`src/rtl/pipeline_control_pkg.sv`:
```
// Shared types and constants for the pipeline stall/flush sequencer.
package pipeline_control_pkg;

  localparam int REG_AW = 5;
  localparam logic [31:0] NOP_INST = 32'h0000_0013;

  typedef enum logic [1:0] {
    RUN       = 2'd0,
    HZD_STALL = 2'd1,
    DMEM_WAIT = 2'd2
  } pipeCtrlState_e;

  typedef enum logic {
    PC_PLUS4 = 1'b0,
    PC_JUMP  = 1'b1
  } pcSel_e;

endpackage

```
`src/rtl/pipeline_control_if.sv`:
```
// Hazard/handshake inputs and stage-control outputs of the pipeline sequencer.
// PIPE_CTRL_PERF_EN adds the stall_cycles / flush_count counter signals.
interface pipeline_control_if;
  import pipeline_control_pkg::*;

  logic [REG_AW-1:0] rs1_addr_id;
  logic [REG_AW-1:0] rs2_addr_id;
  logic [REG_AW-1:0] rd_addr_ex;
  logic              uses_rs1_id;
  logic              uses_rs2_id;
  logic              jump_id;
  logic              branch_taken;
  logic              rd_wr_en_ex;
  logic              data_rd_en_ex;
  logic              imem_ready;
  logic              dmem_req_mem;
  logic              dmem_ready;

  logic              en_if;
  logic              en_id;
  logic              en_ex;
  logic              en_mem;
  logic              en_wb;
  logic              bubble_ex;
  logic              flush_id;
  pcSel_e            pc_sel;

`ifdef PIPE_CTRL_PERF_EN
  logic [31:0]       stall_cycles;
  logic [31:0]       flush_count;

  modport master (
    input  rs1_addr_id, rs2_addr_id, rd_addr_ex, uses_rs1_id, uses_rs2_id,
           jump_id, branch_taken, rd_wr_en_ex, data_rd_en_ex, imem_ready,
           dmem_req_mem, dmem_ready,
    output en_if, en_id, en_ex, en_mem, en_wb, bubble_ex, flush_id, pc_sel,
           stall_cycles, flush_count
  );

  modport slave (
    output rs1_addr_id, rs2_addr_id, rd_addr_ex, uses_rs1_id, uses_rs2_id,
           jump_id, branch_taken, rd_wr_en_ex, data_rd_en_ex, imem_ready,
           dmem_req_mem, dmem_ready,
    input  en_if, en_id, en_ex, en_mem, en_wb, bubble_ex, flush_id, pc_sel,
           stall_cycles, flush_count
  );
`else
  modport master (
    input  rs1_addr_id, rs2_addr_id, rd_addr_ex, uses_rs1_id, uses_rs2_id,
           jump_id, branch_taken, rd_wr_en_ex, data_rd_en_ex, imem_ready,
           dmem_req_mem, dmem_ready,
    output en_if, en_id, en_ex, en_mem, en_wb, bubble_ex, flush_id, pc_sel
  );

  modport slave (
    output rs1_addr_id, rs2_addr_id, rd_addr_ex, uses_rs1_id, uses_rs2_id,
           jump_id, branch_taken, rd_wr_en_ex, data_rd_en_ex, imem_ready,
           dmem_req_mem, dmem_ready,
    input  en_if, en_id, en_ex, en_mem, en_wb, bubble_ex, flush_id, pc_sel
  );
`endif

endinterface

```
`src/rtl/pipeline_control_hazard_detect.sv`:
```
// Combinational ID/EX operand-hazard detector; returns the stall length 0..2.
module pipeline_control_hazard_detect
  import pipeline_control_pkg::*;
(
  input  logic [REG_AW-1:0] rs1_addr_i,
  input  logic [REG_AW-1:0] rs2_addr_i,
  input  logic [REG_AW-1:0] rd_addr_i,
  input  logic              uses_rs1_i,
  input  logic              uses_rs2_i,
  input  logic              jump_i,
  input  logic              rd_wr_en_i,
  input  logic              load_i,
  output logic [1:0]        stall_len_o
);

  logic hit;

  assign hit = (rd_addr_i != '0) &&
               ((uses_rs1_i && (rs1_addr_i == rd_addr_i)) ||
                (uses_rs2_i && (rs2_addr_i == rd_addr_i)));

  // Jumps resolve in ID, so a load feeding one needs an extra cycle over an ALU result.
  always_comb begin
    stall_len_o = 2'd0;
    if (hit && jump_i && rd_wr_en_i) begin
      stall_len_o = load_i ? 2'd2 : 2'd1;
    end else if (hit && load_i) begin
      stall_len_o = 2'd1;
    end
  end

endmodule

```
`src/rtl/pipeline_control.sv`:
```
// Stall/flush sequencer for the five-stage pipeline: stage enables, bubbles, PC select.
// Optional PIPE_CTRL_PERF_EN adds stall-cycle and jump-flush counters.
//
// state     | meaning
// RUN       | normal flow; hazards, jumps and fetch waits evaluated here
// HZD_STALL | remaining hazard stall cycles counted down in stall_cnt_q
// DMEM_WAIT | whole pipe frozen on data memory; saved_q holds the state to resume
module pipeline_control
  import pipeline_control_pkg::*;
(
  input logic                clk,
  input logic                rst_n,
  pipeline_control_if.master ctrl
);

  pipeCtrlState_e state_q, state_d;
  pipeCtrlState_e saved_q, saved_d;
  pipeCtrlState_e eff_state;
  logic [1:0]     stall_cnt_q, stall_cnt_d;
  logic [1:0]     stall_len;

  logic en_if, en_id, en_ex, en_mem, en_wb, bubble_ex, flush_id;
  pcSel_e pc_sel;

  pipeline_control_hazard_detect u_hazard_detect (
    .rs1_addr_i  (ctrl.rs1_addr_id),
    .rs2_addr_i  (ctrl.rs2_addr_id),
    .rd_addr_i   (ctrl.rd_addr_ex),
    .uses_rs1_i  (ctrl.uses_rs1_id),
    .uses_rs2_i  (ctrl.uses_rs2_id),
    .jump_i      (ctrl.jump_id),
    .rd_wr_en_i  (ctrl.rd_wr_en_ex),
    .load_i      (ctrl.data_rd_en_ex),
    .stall_len_o (stall_len)
  );

  always_ff @(posedge clk or negedge rst_n) begin
    if (!rst_n) begin
      state_q     <= RUN;
      saved_q     <= RUN;
      stall_cnt_q <= 2'd0;
    end else begin
      state_q     <= state_d;
      saved_q     <= saved_d;
      stall_cnt_q <= stall_cnt_d;
    end
  end

  // The cycle the memory completes already behaves as the resumed state.
  assign eff_state = (state_q == DMEM_WAIT) ? saved_q : state_q;

  always_comb begin
    state_d     = state_q;
    saved_d     = saved_q;
    stall_cnt_d = stall_cnt_q;
    en_if       = 1'b1;
    en_id       = 1'b1;
    en_ex       = 1'b1;
    en_mem      = 1'b1;
    en_wb       = 1'b1;
    bubble_ex   = 1'b0;
    flush_id    = 1'b0;
    pc_sel      = PC_PLUS4;

    if (ctrl.dmem_req_mem && !ctrl.dmem_ready) begin
      en_if   = 1'b0;
      en_id   = 1'b0;
      en_ex   = 1'b0;
      en_mem  = 1'b0;
      en_wb   = 1'b0;
      state_d = DMEM_WAIT;
      if (state_q != DMEM_WAIT) saved_d = state_q;
    end else if (eff_state == HZD_STALL) begin
      en_if       = 1'b0;
      en_id       = 1'b0;
      bubble_ex   = 1'b1;
      stall_cnt_d = (stall_cnt_q == 2'd0) ? 2'd0 : stall_cnt_q - 2'd1;
      state_d     = (stall_cnt_q <= 2'd1) ? RUN : HZD_STALL;
    end else if (stall_len != 2'd0) begin
      // This cycle is the first stall cycle; the counter holds the ones still owed.
      en_if       = 1'b0;
      en_id       = 1'b0;
      bubble_ex   = 1'b1;
      stall_cnt_d = stall_len - 2'd1;
      state_d     = (stall_len == 2'd1) ? RUN : HZD_STALL;
    end else if (ctrl.branch_taken) begin
      pc_sel   = PC_JUMP;
      flush_id = 1'b1;
      state_d  = RUN;
    end else begin
      if (!ctrl.imem_ready) begin
        en_if    = 1'b0;
        flush_id = 1'b1;
      end
      state_d = RUN;
    end
  end

  assign ctrl.en_if     = en_if;
  assign ctrl.en_id     = en_id;
  assign ctrl.en_ex     = en_ex;
  assign ctrl.en_mem    = en_mem;
  assign ctrl.en_wb     = en_wb;
  assign ctrl.bubble_ex = bubble_ex;
  assign ctrl.flush_id  = flush_id;
  assign ctrl.pc_sel    = pc_sel;

`ifdef PIPE_CTRL_PERF_EN
  logic [31:0] stall_cycles_q;
  logic [31:0] flush_count_q;

  always_ff @(posedge clk or negedge rst_n) begin
    if (!rst_n) begin
      stall_cycles_q <= 32'd0;
      flush_count_q  <= 32'd0;
    end else begin
      if (!en_id) stall_cycles_q <= stall_cycles_q + 32'd1;
      if (flush_id && (pc_sel == PC_JUMP)) flush_count_q <= flush_count_q + 32'd1;
    end
  end

  assign ctrl.stall_cycles = stall_cycles_q;
  assign ctrl.flush_count  = flush_count_q;
`endif

endmodule

```
`src/flat_wrapper.sv`:
```
// flat-port wrapper written by rule: the top's interface ports become plain ports
module pipeline_control_flat import pipeline_control_pkg::*;
  (clk, rst_n, ctrl_rs1_addr_id, ctrl_rs2_addr_id, ctrl_rd_addr_ex, ctrl_uses_rs1_id, ctrl_uses_rs2_id, ctrl_jump_id, ctrl_branch_taken, ctrl_rd_wr_en_ex, ctrl_data_rd_en_ex, ctrl_imem_ready, ctrl_dmem_req_mem, ctrl_dmem_ready, ctrl_en_if, ctrl_en_id, ctrl_en_ex, ctrl_en_mem, ctrl_en_wb, ctrl_bubble_ex, ctrl_flush_id, ctrl_pc_sel);
  pipeline_control_if ctrl_i ();
  input logic clk;
  input logic rst_n;
  input wire logic [$bits(ctrl_i.rs1_addr_id)-1:0] ctrl_rs1_addr_id;
  input wire logic [$bits(ctrl_i.rs2_addr_id)-1:0] ctrl_rs2_addr_id;
  input wire logic [$bits(ctrl_i.rd_addr_ex)-1:0] ctrl_rd_addr_ex;
  input wire logic [$bits(ctrl_i.uses_rs1_id)-1:0] ctrl_uses_rs1_id;
  input wire logic [$bits(ctrl_i.uses_rs2_id)-1:0] ctrl_uses_rs2_id;
  input wire logic [$bits(ctrl_i.jump_id)-1:0] ctrl_jump_id;
  input wire logic [$bits(ctrl_i.branch_taken)-1:0] ctrl_branch_taken;
  input wire logic [$bits(ctrl_i.rd_wr_en_ex)-1:0] ctrl_rd_wr_en_ex;
  input wire logic [$bits(ctrl_i.data_rd_en_ex)-1:0] ctrl_data_rd_en_ex;
  input wire logic [$bits(ctrl_i.imem_ready)-1:0] ctrl_imem_ready;
  input wire logic [$bits(ctrl_i.dmem_req_mem)-1:0] ctrl_dmem_req_mem;
  input wire logic [$bits(ctrl_i.dmem_ready)-1:0] ctrl_dmem_ready;
  output wire logic [$bits(ctrl_i.en_if)-1:0] ctrl_en_if;
  output wire logic [$bits(ctrl_i.en_id)-1:0] ctrl_en_id;
  output wire logic [$bits(ctrl_i.en_ex)-1:0] ctrl_en_ex;
  output wire logic [$bits(ctrl_i.en_mem)-1:0] ctrl_en_mem;
  output wire logic [$bits(ctrl_i.en_wb)-1:0] ctrl_en_wb;
  output wire logic [$bits(ctrl_i.bubble_ex)-1:0] ctrl_bubble_ex;
  output wire logic [$bits(ctrl_i.flush_id)-1:0] ctrl_flush_id;
  output wire logic [$bits(ctrl_i.pc_sel)-1:0] ctrl_pc_sel;
  assign ctrl_i.rs1_addr_id = ctrl_rs1_addr_id;
  assign ctrl_i.rs2_addr_id = ctrl_rs2_addr_id;
  assign ctrl_i.rd_addr_ex = ctrl_rd_addr_ex;
  assign ctrl_i.uses_rs1_id = ctrl_uses_rs1_id;
  assign ctrl_i.uses_rs2_id = ctrl_uses_rs2_id;
  assign ctrl_i.jump_id = ctrl_jump_id;
  assign ctrl_i.branch_taken = ctrl_branch_taken;
  assign ctrl_i.rd_wr_en_ex = ctrl_rd_wr_en_ex;
  assign ctrl_i.data_rd_en_ex = ctrl_data_rd_en_ex;
  assign ctrl_i.imem_ready = ctrl_imem_ready;
  assign ctrl_i.dmem_req_mem = ctrl_dmem_req_mem;
  assign ctrl_i.dmem_ready = ctrl_dmem_ready;
  assign ctrl_en_if = ctrl_i.en_if;
  assign ctrl_en_id = ctrl_i.en_id;
  assign ctrl_en_ex = ctrl_i.en_ex;
  assign ctrl_en_mem = ctrl_i.en_mem;
  assign ctrl_en_wb = ctrl_i.en_wb;
  assign ctrl_bubble_ex = ctrl_i.bubble_ex;
  assign ctrl_flush_id = ctrl_i.flush_id;
  assign ctrl_pc_sel = ctrl_i.pc_sel;
  pipeline_control u_core (.clk(clk), .rst_n(rst_n), .ctrl(ctrl_i));
endmodule
```
`config.mk`:
```
export PLATFORM = sky130hd
export DESIGN_NAME = pipeline_control_flat
export DESIGN_NICKNAME = d
export VERILOG_FILES = /design/src/rtl/pipeline_control_pkg.sv /design/src/rtl/pipeline_control_if.sv /design/src/rtl/pipeline_control_hazard_detect.sv /design/src/rtl/pipeline_control.sv /design/src/flat_wrapper.sv
export SDC_FILE = /design/constraint.sdc
export NUM_CORES = 1
export LEC_CHECK = 0
export CAP_MARGIN = 20
export CORE_UTILIZATION = 34
export DETAILED_ROUTE_END_ITERATION = 10
export PLACE_DENSITY = 0.72
export SETUP_SLACK_MARGIN = 0.1
export SYNTH_ARGS = -nofsm -noshare
export SYNTH_HDL_FRONTEND = slang
export SYNTH_SLANG_ARGS = --single-unit
```
`constraint.sdc`:
```
create_clock -name clk -period 2.9 [get_ports clk]
set_input_delay 0.725 -clock clk [delete_from_list [all_inputs] [get_ports clk]]
set_output_delay 0.725 -clock clk [all_outputs]
set_load 0.005 [all_outputs]
```
==> out/metrics.json, run 1 <==
{
  "worst_slew_margin_relative_to_its_limit_pct": 81.9,
  "critical_path.max_fanout": 3,
  "mappedNetlistArea_sq_um": 563,
  "clk-insertion-delay-late_ns": 0.24,
  "root_buffer": "clkbuf_4",
  "post_layout_nonfiller_instances": 127,
  "register_area_sq_um": 150,
  "hpwl_microns": 1130,
  "number_of_antenna_violations_at_the_first_check_in_global_routing": 0,
  "timing.critical_path.mode_cell": "nand2_2",
  "fin_crit_sh_pct": 96.0,
  "rows": 14,
  "worst_ir_drop_vdd_uv": 317,
  "final_max_slew_viol_count": 0,
  "grt_max_degree": 8,
  "timing.fmax_ghz": 0.359,
  "gr-usage-all-layers_pct": 17.8,
  "synth_top_cells_by_area": "dfrtp_1 27%, xnor2_1 16%, nand2_1 5.3%",
  "cts_made_buffers": 3,
  "netlist_top_cells_count": "10 x xnor2_1, 8 x nand2_1, 8 x nor2_1, 6 x dfrtp_1, 5 x a21oi_1",
  "grt_util_met2_pct": 29.7,
  "grt_use_met3_pct": 1.28,
  "grt_pass1_wl_microns": 2440,
  "finalHoldViolations": 0,
  "clock_sink_count": 6,
  "drc": 0,
  "postSynthAreaPerCell_sq_um": 8.40,
  "report.final.setup_viol": 0,
  "initialDrtViolationCount": 10,
  "final_core_utilization_pct": 68.9,
  "routabilityCongestion": 0.771,
  "syn2layout_area_growth_pct": 86.4,
  "critical_path.startpoint_type": "input pin",
  "netSwitchingFraction_pct": 30.9,
  "cts_max_level": 1,
  "p_seq_share_pct": 34.3,
  "synth_fp_nets": 94,
  "pwr-share-clk_pct": 22.0,
  "max_slew.worst_pin.slew_ns": 0.271,
  "design.final.nets": 140,
  "fp.dieArea_sq_um": 1820,
  "grt_setup_unrepaired": "true",
  "count_of_input_and_output_buffers": 33,
  "req_time_crit_path_ns": 2.17,
  "internal_power_w": 0.000232,
  "chipHeight_microns": 42.7,
  "power_per_cell_area_nw_per_um2": 319,
  "setup.worst_path.class": "in -> out",
  "postSynth.topFlopCell": "dfrtp_1",
  "synth_sequential_area_ratio_pct": 26.7,
  "cts_tree": "done",
  "detail_route.vias_per_cell": 4.94,
  "yosysWarningCount": 0,
  "drt_pre_antenna_iters": 4,
  "gate_power_share_pct": 43.7,
  "route.vias.total": 627,
  "drt.antenna.violating_nets": 0,
  "final_design_area_no_fill_sq_um": 1050,
  "cts.reportedPaths.clkPinSlew_ns": 0.04,
  "top_count_cell_post_synth": "xnor2_1",
  "gr-max-usage-layer": "met2",
  "routed_wire_length_per_instance_microns": 13.5,
  "timing.critical_path.max_delay_family": "buffers and inverters",
  "multi_input_area_sq_um": 453,
  "chain_of_cells_forming_the_critical_path": "clkdlybuf4s15_1, xnor2_2, nand2_2, o22ai_4, nand2_2, ha_4, buf_6, a31oi_4, buf_2",
  "post-place-cells": 120,
  "initial_utilization_pct": 36.9,
  "netlist.top_cell.by_area": "dfrtp_1",
  "max-clock-path-buffers": 2,
  "postPlaceCellArea_sq_um": 936,
  "antennaDiodeCount": 0,
  "crit_arrival_ns": 2.06,
  "fp.dieW_microns": 42.7,
  "async_flop_share_pct": 100,
  "synth_enable_flop_cells": 0,
  "p_sw_w": 0.000104,
  "fillers": 111,
  "timing.max_cap.violations": 0,
  "synth_top_area_share_pct": 26.7,
  "number_of_instances_in_the_synthesized_netlist": 67,
  "run_status": "finished, final reports clean",
  "met1_track_utilization_from_global_routing_pct": 22.0,
  "critPathMaxStageDelay_ns": 0.21,
  "period_needed_ns": 2.78,
  "min-delay-path-class": "reg -> reg",
  "critPathSlowestCell": "clkdlybuf4s15_1",
  "globalRouteOverflowTotal": 0,
  "endpoint_kind": "output port",
  "io_pins": 34,
  "total_wire_length_microns": 1720,
  "synth_seq_cells": 6,
  "ys_types": 27,
  "worst_clock_skew_ns": 0.00423,
  "p_leak_nw": 0.507,
  "fp.coreArea_sq_um": 1520,
  "critical_path.n_buffers_inverters": 3,
  "vias_in_the_first_global_route": 594,
  "drive_gt1_share_pct": 46.8
}
cell type report:
class                      count  share of cell area, %
multi-input combinational     52                   43.1
timing repair buffer          45                   36.5
inverter                       5                   2.03
sequential                     6                   14.3
clock buffer                   3                   2.15
tap                           16                   1.91
layer usage:
layer / share of wire [%] / vias up
li1: - / 313
met4: 2.6 / 0
met2: 54 / 20
met5: 0 / -
met3: 4.2 / 6
met1: 39 / 288
tightest hold or removal path, cell delays in order (launching register included):
cell	delay, ns
dfrtp_1	0.34
a21oi_1	0.04
nor2_1	0.08
registers in the layout, summed over array words and instances, names as in the netlist:
signal              cells
u_core.saved_q          2
u_core.stall_cnt_q      2
u_core.state_q          2
placed cells by master (no fill, tap or decap), drive strengths merged:
cell type,netlist,layout
nand2,8,8
buf,4,20
nor3,1,1
inv,5,5
dlygate4sd2,0,4
o21ai,3,3
o22ai,2,2
clkbuf,0,11
a31oi,2,2
xor2,1,1
clkdlybuf4s15,0,3
a41o,1,1
nand4,2,2
xnor2,10,10
nand4bb,1,1
a21oi,5,5
nor2,8,8
dfrtp,6,6
clkdlybuf4s50,0,8
dlymetal6s2s,0,2
nand3,2,2
a32o,1,1
nand2b,2,2
ha,1,1
and2,2,2
power by group through the flow:
stage	clock, W	sequential (W)	combinational, W
after floorplan	0	0.000111	0.0000663
after global placement	0	0.000115	0.000132
after detailed placement	0	0.000114	0.000134
after CTS	0.0000774	0.000113	0.000127
after global routing	0.0000832	0.000117	0.000162
final	0.0000739	0.000115	0.000147
worst paths after layout:
path                                              end  cells past startpoint                 from  slack, ns
worst max-delay path                   ctrl_bubble_ex                      9  ctrl_rs2_addr_id[3]       0.12
worst min-delay path                u_core.saved_q[1]                      2    u_core.saved_q[1]       0.50
worst max register to register  u_core.stall_cnt_q[1]                      5    u_core.state_q[1]       1.50
worst min register to register      u_core.saved_q[1]                      2    u_core.saved_q[1]       0.50
max in group asynchronous           u_core.state_q[0]                      1                rst_n       1.96
min in group asynchronous           u_core.saved_q[0]                      1                rst_n       0.72
timing repair:
item                                    CTS  global route
hold buffers                              0             0
pin swaps                                20            17
resized for setup                        43            57
endpoints found under the setup margin    6             5
endpoints found under the hold margin     0             0
buffers inserted                          3             1
kinds of logic (layout without fill, tap and decap cells):
kind of cell	count (synthesis)	after routing	share of synthesized area, %
AOI/OAI and AO/OA	14	14	17.3
and+or+nand+nor	26	26	26.2
buffers and inverters	9	53	10.4
adders and majority gates	1	1	2.22
DFF	6	6	26.7
xor gates and xnor gates	11	11	17.1
through the flow:
step	total power, W	setup TNS (ns)	setup slack (ns)	hold slack (ns)
floorplan	0.000178	0	0.488	0.429
global placement	0.000246	-2.46	-0.558	0.488
detailed placement	0.000248	-2.53	-0.574	0.494
CTS	0.000318	0	0.0347	0.507
global route	0.000362	0	0.0393	0.542
finish	0.000335	0	0.116	0.502
No activity file was read; power rests on OpenSTA's default activity.
==> inputs of run 2 (changes only) <==
Settings changed: TNS_END_PERCENT set to 30.
==> out/metrics.json, run 2 (synthesized netlist as in run 1, its figures left out) <==
{
  "run_status": "finished, final reports clean",
  "grt_pass1_wl_microns": 2440,
  "finalHoldViolations": 0,
  "gr-max-usage-layer": "met2",
  "rr_worst_depth": 5,
  "min-delay-path-class": "reg -> reg",
  "rows": 14,
  "report.final.setup_viol": 0,
  "final_cell_mix": "10 x buf_4, 9 x clkdlybuf4s50_1, 9 x clkbuf_2",
  "worst_clock_skew_ns": 0.00426,
  "gr-usage-all-layers_pct": 17.8,
  "min_delay_path_depth": 2,
  "layout.cells.most_common": "buf_4",
  "critical_path.reg2reg.startpoint": "u_core.state_q[1]",
  "post-place-cells": 120,
  "chain_of_cells_forming_the_critical_path": "clkdlybuf4s50_1, nand2_1, o22ai_4, nand2_2, ha_4, buf_6, a31oi_4, buf_2",
  "chipHeight_microns": 42.7,
  "critical_path.reg2reg.endpoint": "u_core.stall_cnt_q[1]",
  "cts_made_buffers": 3,
  "routed_wire_length_per_instance_microns": 11.8,
  "drc": 0,
  "drive_gt1_share_pct": 44.5,
  "initialDrtViolationCount": 7,
  "registers_with_the_most_flip_flops": "u_core.saved_q: 2 flops, u_core.stall_cnt_q: 2 flops, u_core.state_q: 2 flops",
  "setup.worst_path.class": "in -> out",
  "fp.dieArea_sq_um": 1820,
  "root_buffer": "clkbuf_4",
  "antennaDiodeCount": 0,
  "clock_sink_count": 6,
  "detail_route.vias_per_cell": 4.69,
  "worst_slew_margin_relative_to_its_limit_pct": 82.0,
  "critical_path.startpoint_type": "input pin",
  "min_from": "u_core.saved_q[1]",
  "count_of_input_and_output_buffers": 33,
  "vias_in_the_first_global_route": 594,
  "cts.reportedPaths.clkPinSlew_ns": 0.04,
  "grt_util_met2_pct": 29.7,
  "met1_track_utilization_from_global_routing_pct": 22.0,
  "grt_setup_unrepaired": "true",
  "route.vias.total": 591,
  "cts_max_level": 1,
  "layout_setup_ws_ns": 0.104,
  "cts_hold_buf": 0,
  "power_per_cell_area_nw_per_um2": 324,
  "number_of_antenna_violations_at_the_first_check_in_global_routing": 0,
  "io_pins": 34,
  "final.hold.worst_slack_ns": 0.504,
  "timing.fmax_ghz": 0.358,
  "drt.antenna.violating_nets": 0,
  "whs_endpoint": "u_core.saved_q[1]",
  "max-clock-path-buffers": 2,
  "p_leak_nw": 0.480,
  "timing.max_cap.violations": 0,
  "critPathMaxStageDelay_ns": 0.45,
  "period_needed_ns": 2.80,
  "fp.dieW_microns": 42.7,
  "grt_use_met3_pct": 1.28,
  "routabilityCongestion": 0.771,
  "r2r_setup_slack_ns": 1.52,
  "clk-insertion-delay-late_ns": 0.24,
  "worst_ir_drop_vdd_uv": 319,
  "design.final.nets": 139,
  "fin_crit_sh_pct": 96.4,
  "fp.coreArea_sq_um": 1520,
  "total_wire_length_microns": 1490,
  "pre_cts_slack_ns": -0.574,
  "post_layout_nonfiller_instances": 126,
  "critical_path.max_fanout": 3,
  "syn2layout_area_growth_pct": 79.1,
  "critPathSlowestCell": "clkdlybuf4s50_1",
  "grt_max_degree": 8,
  "initial_utilization_pct": 36.9,
  "req_time_crit_path_ns": 2.17,
  "max_slew.worst_pin.slew_ns": 0.269,
  "endpoint_kind": "output port",
  "final_max_slew_viol_count": 0,
  "drt_pre_antenna_iters": 2,
  "crit_arrival_ns": 2.07,
  "tns_ns": 0,
  "hpwl_microns": 1130,
  "cts_tree": "done",
  "globalRouteOverflowTotal": 0
}
-- run 2: repair_timing --
action / 4_1_cts / 5_1_grt
setup endpoints to repair: 6 / 8
hold endpoints to repair: 0 / 0
pin swaps: 20 / 15
resized for setup: 40 / 46
buffers inserted: 3 / 0
-- run 2: metal layers --
layer | routed length [microns] | up-vias
met3 | 37 | 4
met2 | 747 | 12
met4 | 30 | 0
li1 | - | 312
met1 | 677 | 263
met5 | 0 | -
-- run 2: worst max-delay path by stage --
stage	from	end	slack, ns	cells after the start
5_1_grt	ctrl_rd_addr_ex[3]	ctrl_bubble_ex	0.02	9
4_1_cts	ctrl_uses_rs2_id	ctrl_bubble_ex	0.03	8
3_5_place_dp	ctrl_rd_addr_ex[1]	ctrl_bubble_ex	-0.57	8
6_report	ctrl_uses_rs1_id	ctrl_bubble_ex	0.10	8
3_3_place_gp	ctrl_rd_addr_ex[1]	ctrl_bubble_ex	-0.56	8
2_1_floorplan	ctrl_rd_addr_ex[0]	ctrl_bubble_ex	0.49	6
-- run 2: final cells by class --
class                   instances  area, sq um
flip-flops and latches          6          150
repair buffers                 44          344
fillers                       119          515
inverters                       5         21.3
well taps                      16         20.0
clock buffers                   3         22.5
multi-input cells              52          450
-- run 2: critical path: cells and delay by family --
kind | cells | cell delay, ns
AO/OA/AOI/OAI | 2 | 0.29
buffers and inverters | 3 | 0.70
adder cells (fa/ha/maj) | 1 | 0.18
AND/OR/NAND/NOR | 2 | 0.17
-- run 2: where the power goes --
group          total [W]  switching (W)  leakage [nW]  internal, W
Sequential      0.000115      0.0000159        0.0774    0.0000991
Clock          0.0000739      0.0000273        0.0138    0.0000466
Combinational   0.000138      0.0000574         0.389    0.0000810
-- run 2: through the flow --
step | utilization, % | total power (W) | area [sq um]
3_5_place_dp | 61.4 | 0.000248 | 936
3_3_place_gp | 61.4 | 0.000246 | 936
5_1_grt | 66.2 | 0.000352 | 1010
2_1_floorplan | - | 0.000178 | 563
6_report | 66.2 | 0.000327 | 1010
4_1_cts | 62.9 | 0.000317 | 958
==> inputs of run 3 (changes only) <==
Settings changed: CORE_AREA set to 2 2 39 41, CORE_UTILIZATION 34 to not set, DIE_AREA set to 0 0 41 43, DONT_BUFFER_PORTS set to 1, PLACE_DENSITY 0.72 to not set, PLACE_DENSITY_LB_ADDON set to 0.15.
==> out/metrics.json, run 3 (synthesized netlist as in run 1, its figures left out) <==
{
  "count_of_input_and_output_buffers": 0,
  "initial_utilization_pct": 40.7,
  "cts_made_buffers": 3,
  "setup.worst_path.class": "in -> out",
  "multi_input_area_sq_um": 354,
  "design.final.nets": 96,
  "timing.fmax_ghz": 0.394,
  "r2r_setup_slack_ns": 1.56,
  "vias_in_the_first_global_route": 399,
  "min-delay-path-class": "in -> async",
  "post_layout_nonfiller_instances": 83,
  "wl_met1_microns": 477,
  "fp.coreArea_sq_um": 1380,
  "antennaDiodeCount": 0,
  "timing.max_cap.violations": 0,
  "gr-usage-all-layers_pct": 13.9,
  "req_time_crit_path_ns": 2.17,
  "registers_with_the_most_flip_flops": "u_core.saved_q: 2 flops, u_core.stall_cnt_q: 2 flops, u_core.state_q: 2 flops",
  "max_slew.worst_pin.slew_ns": 0.254,
  "grt_max_degree": 9,
  "worst_clock_skew_ns": 0.00363,
  "p_sw_w": 0.0000799,
  "critical_path.reg2reg.endpoint": "u_core.stall_cnt_q[1]",
  "cts.reportedPaths.clkPinSlew_ns": 0.04,
  "power_per_cell_area_nw_per_um2": 460,
  "netSwitchingFraction_pct": 30.2,
  "worst_slew_margin_relative_to_its_limit_pct": 83.0,
  "grt_pass1_wl_microns": 1660,
  "run_status": "finished, final reports clean",
  "finalHoldViolations": 0,
  "worst_setup_path_startpoint": "ctrl_rd_addr_ex[1]",
  "max-clock-path-buffers": 2,
  "cts_max_level": 1,
  "hpwl_microns": 915,
  "register_area_sq_um": 150,
  "p_leak_nw": 0.239,
  "drt.antenna.violating_nets": 0,
  "drt_pre_antenna_iters": 4,
  "fp.dieArea_sq_um": 1760,
  "final.hold.worst_slack_ns": 0.173,
  "route.met2.wl_microns": 498,
  "report.final.setup_viol": 0,
  "final_core_utilization_pct": 41.6,
  "syn2layout_area_growth_pct": 2.22,
  "clock_sink_count": 6,
  "number_of_antenna_violations_at_the_first_check_in_global_routing": 0,
  "critical_path.startpoint_type": "input pin",
  "fillers": 146,
  "routed_wire_length_per_instance_microns": 12.9,
  "rr_worst_depth": 4,
  "initialDrtViolationCount": 4,
  "dr.max_layer_used": "met3",
  "critical_path.reg2reg.startpoint": "u_core.saved_q[1]",
  "chipHeight_microns": 43,
  "detail_route.vias_per_cell": 5.48,
  "worst_ir_drop_vdd_uv": 231,
  "period_needed_ns": 2.54,
  "gate_power_share_pct": 27.6,
  "cts_hold_buf": 0,
  "drive_gt1_share_pct": 14.9,
  "pwr-share-clk_pct": 28.8,
  "routabilityCongestion": 0.650,
  "internal_power_w": 0.000185,
  "grt_setup_unrepaired": "false",
  "io_pins": 34,
  "fp.dieW_microns": 41,
  "post-place-cells": 80,
  "crit_arrival_ns": 1.81,
  "post_cts_resize_count": 0,
  "rows": 14,
  "total_wire_length_microns": 1070,
  "met3_wirelength_microns": 98,
  "root_buffer": "clkbuf_4",
  "clk-insertion-delay-late_ns": 0.24,
  "critical_path.endpoint": "ctrl_bubble_ex",
  "globalRouteOverflowTotal": 0,
  "endpoint_kind": "output port",
  "p_seq_share_pct": 43.6,
  "layout.cells.most_common": "xnor2_1",
  "cts_post_setup_buffers_inserted": 0,
  "drc": 0,
  "route.vias.total": 455,
  "fin_crit_sh_pct": 87.5,
  "cts_tree": "done",
  "tns_ns": 0,
  "final_max_slew_viol_count": 0,
  "final_cell_mix": "10 x xnor2_1, 8 x nand2_1, 8 x nor2_1",
  "critical_path.max_fanout": 4
}
run 3: worst min-delay path by stage:
stage                     slack [ns]               endpoint  cells after the start  startpoint
after floorplan                 0.43      u_core.saved_q[0]                      0       rst_n
after global placement          0.43      u_core.saved_q[0]                      0       rst_n
after detailed placement        0.43      u_core.saved_q[0]                      0       rst_n
after CTS                       0.16  u_core.stall_cnt_q[0]                      0       rst_n
after global routing            0.15  u_core.stall_cnt_q[0]                      0       rst_n
final                           0.17  u_core.stall_cnt_q[0]                      0       rst_n
run 3: stage by stage:
stage / instance area, sq um / total power [W] / setup slack, ns
2_1_floorplan: 563 / 0.000178 / 0.488
3_3_place_gp: 553 / 0.000190 / 0.400
3_5_place_dp: 553 / 0.000190 / 0.369
4_1_cts: 576 / 0.000270 / 0.369
5_1_grt: 576 / 0.000285 / 0.214
6_report: 576 / 0.000265 / 0.364
run 3: area by class of cell:
type	count	share of cell area [%]
repair buffers	1	1.30
flip-flops and latches	6	26.1
inverters	5	3.70
multi-input cells	52	61.5
well taps	16	3.48
clock buffers	3	3.91
run 3: power by group through the flow:
stage	Clock (W)	Combinational (W)	Sequential, W
floorplan	0	0.0000663	0.000111
global placement	0	0.0000749	0.000115
detailed placement	0	0.0000737	0.000116
CTS	0.0000809	0.0000739	0.000115
global route	0.0000850	0.0000831	0.000117
finish	0.0000763	0.0000732	0.000115
run 3: critical path: stages:
cell and delay, ns:
xnor2_1 0.15, nand4_1 0.13, o22ai_2 0.25, nand2_1 0.08, ha_1 0.25, a31oi_2 0.23
run 3: metal layers:
metal | vias to the layer above | GRT usage, %
li1 | 229 | -
met1 | 201 | 20.0
met2 | 25 | 19.4
met3 | 0 | 6.28
met4 | 0 | 2.00
met5 | - | 0
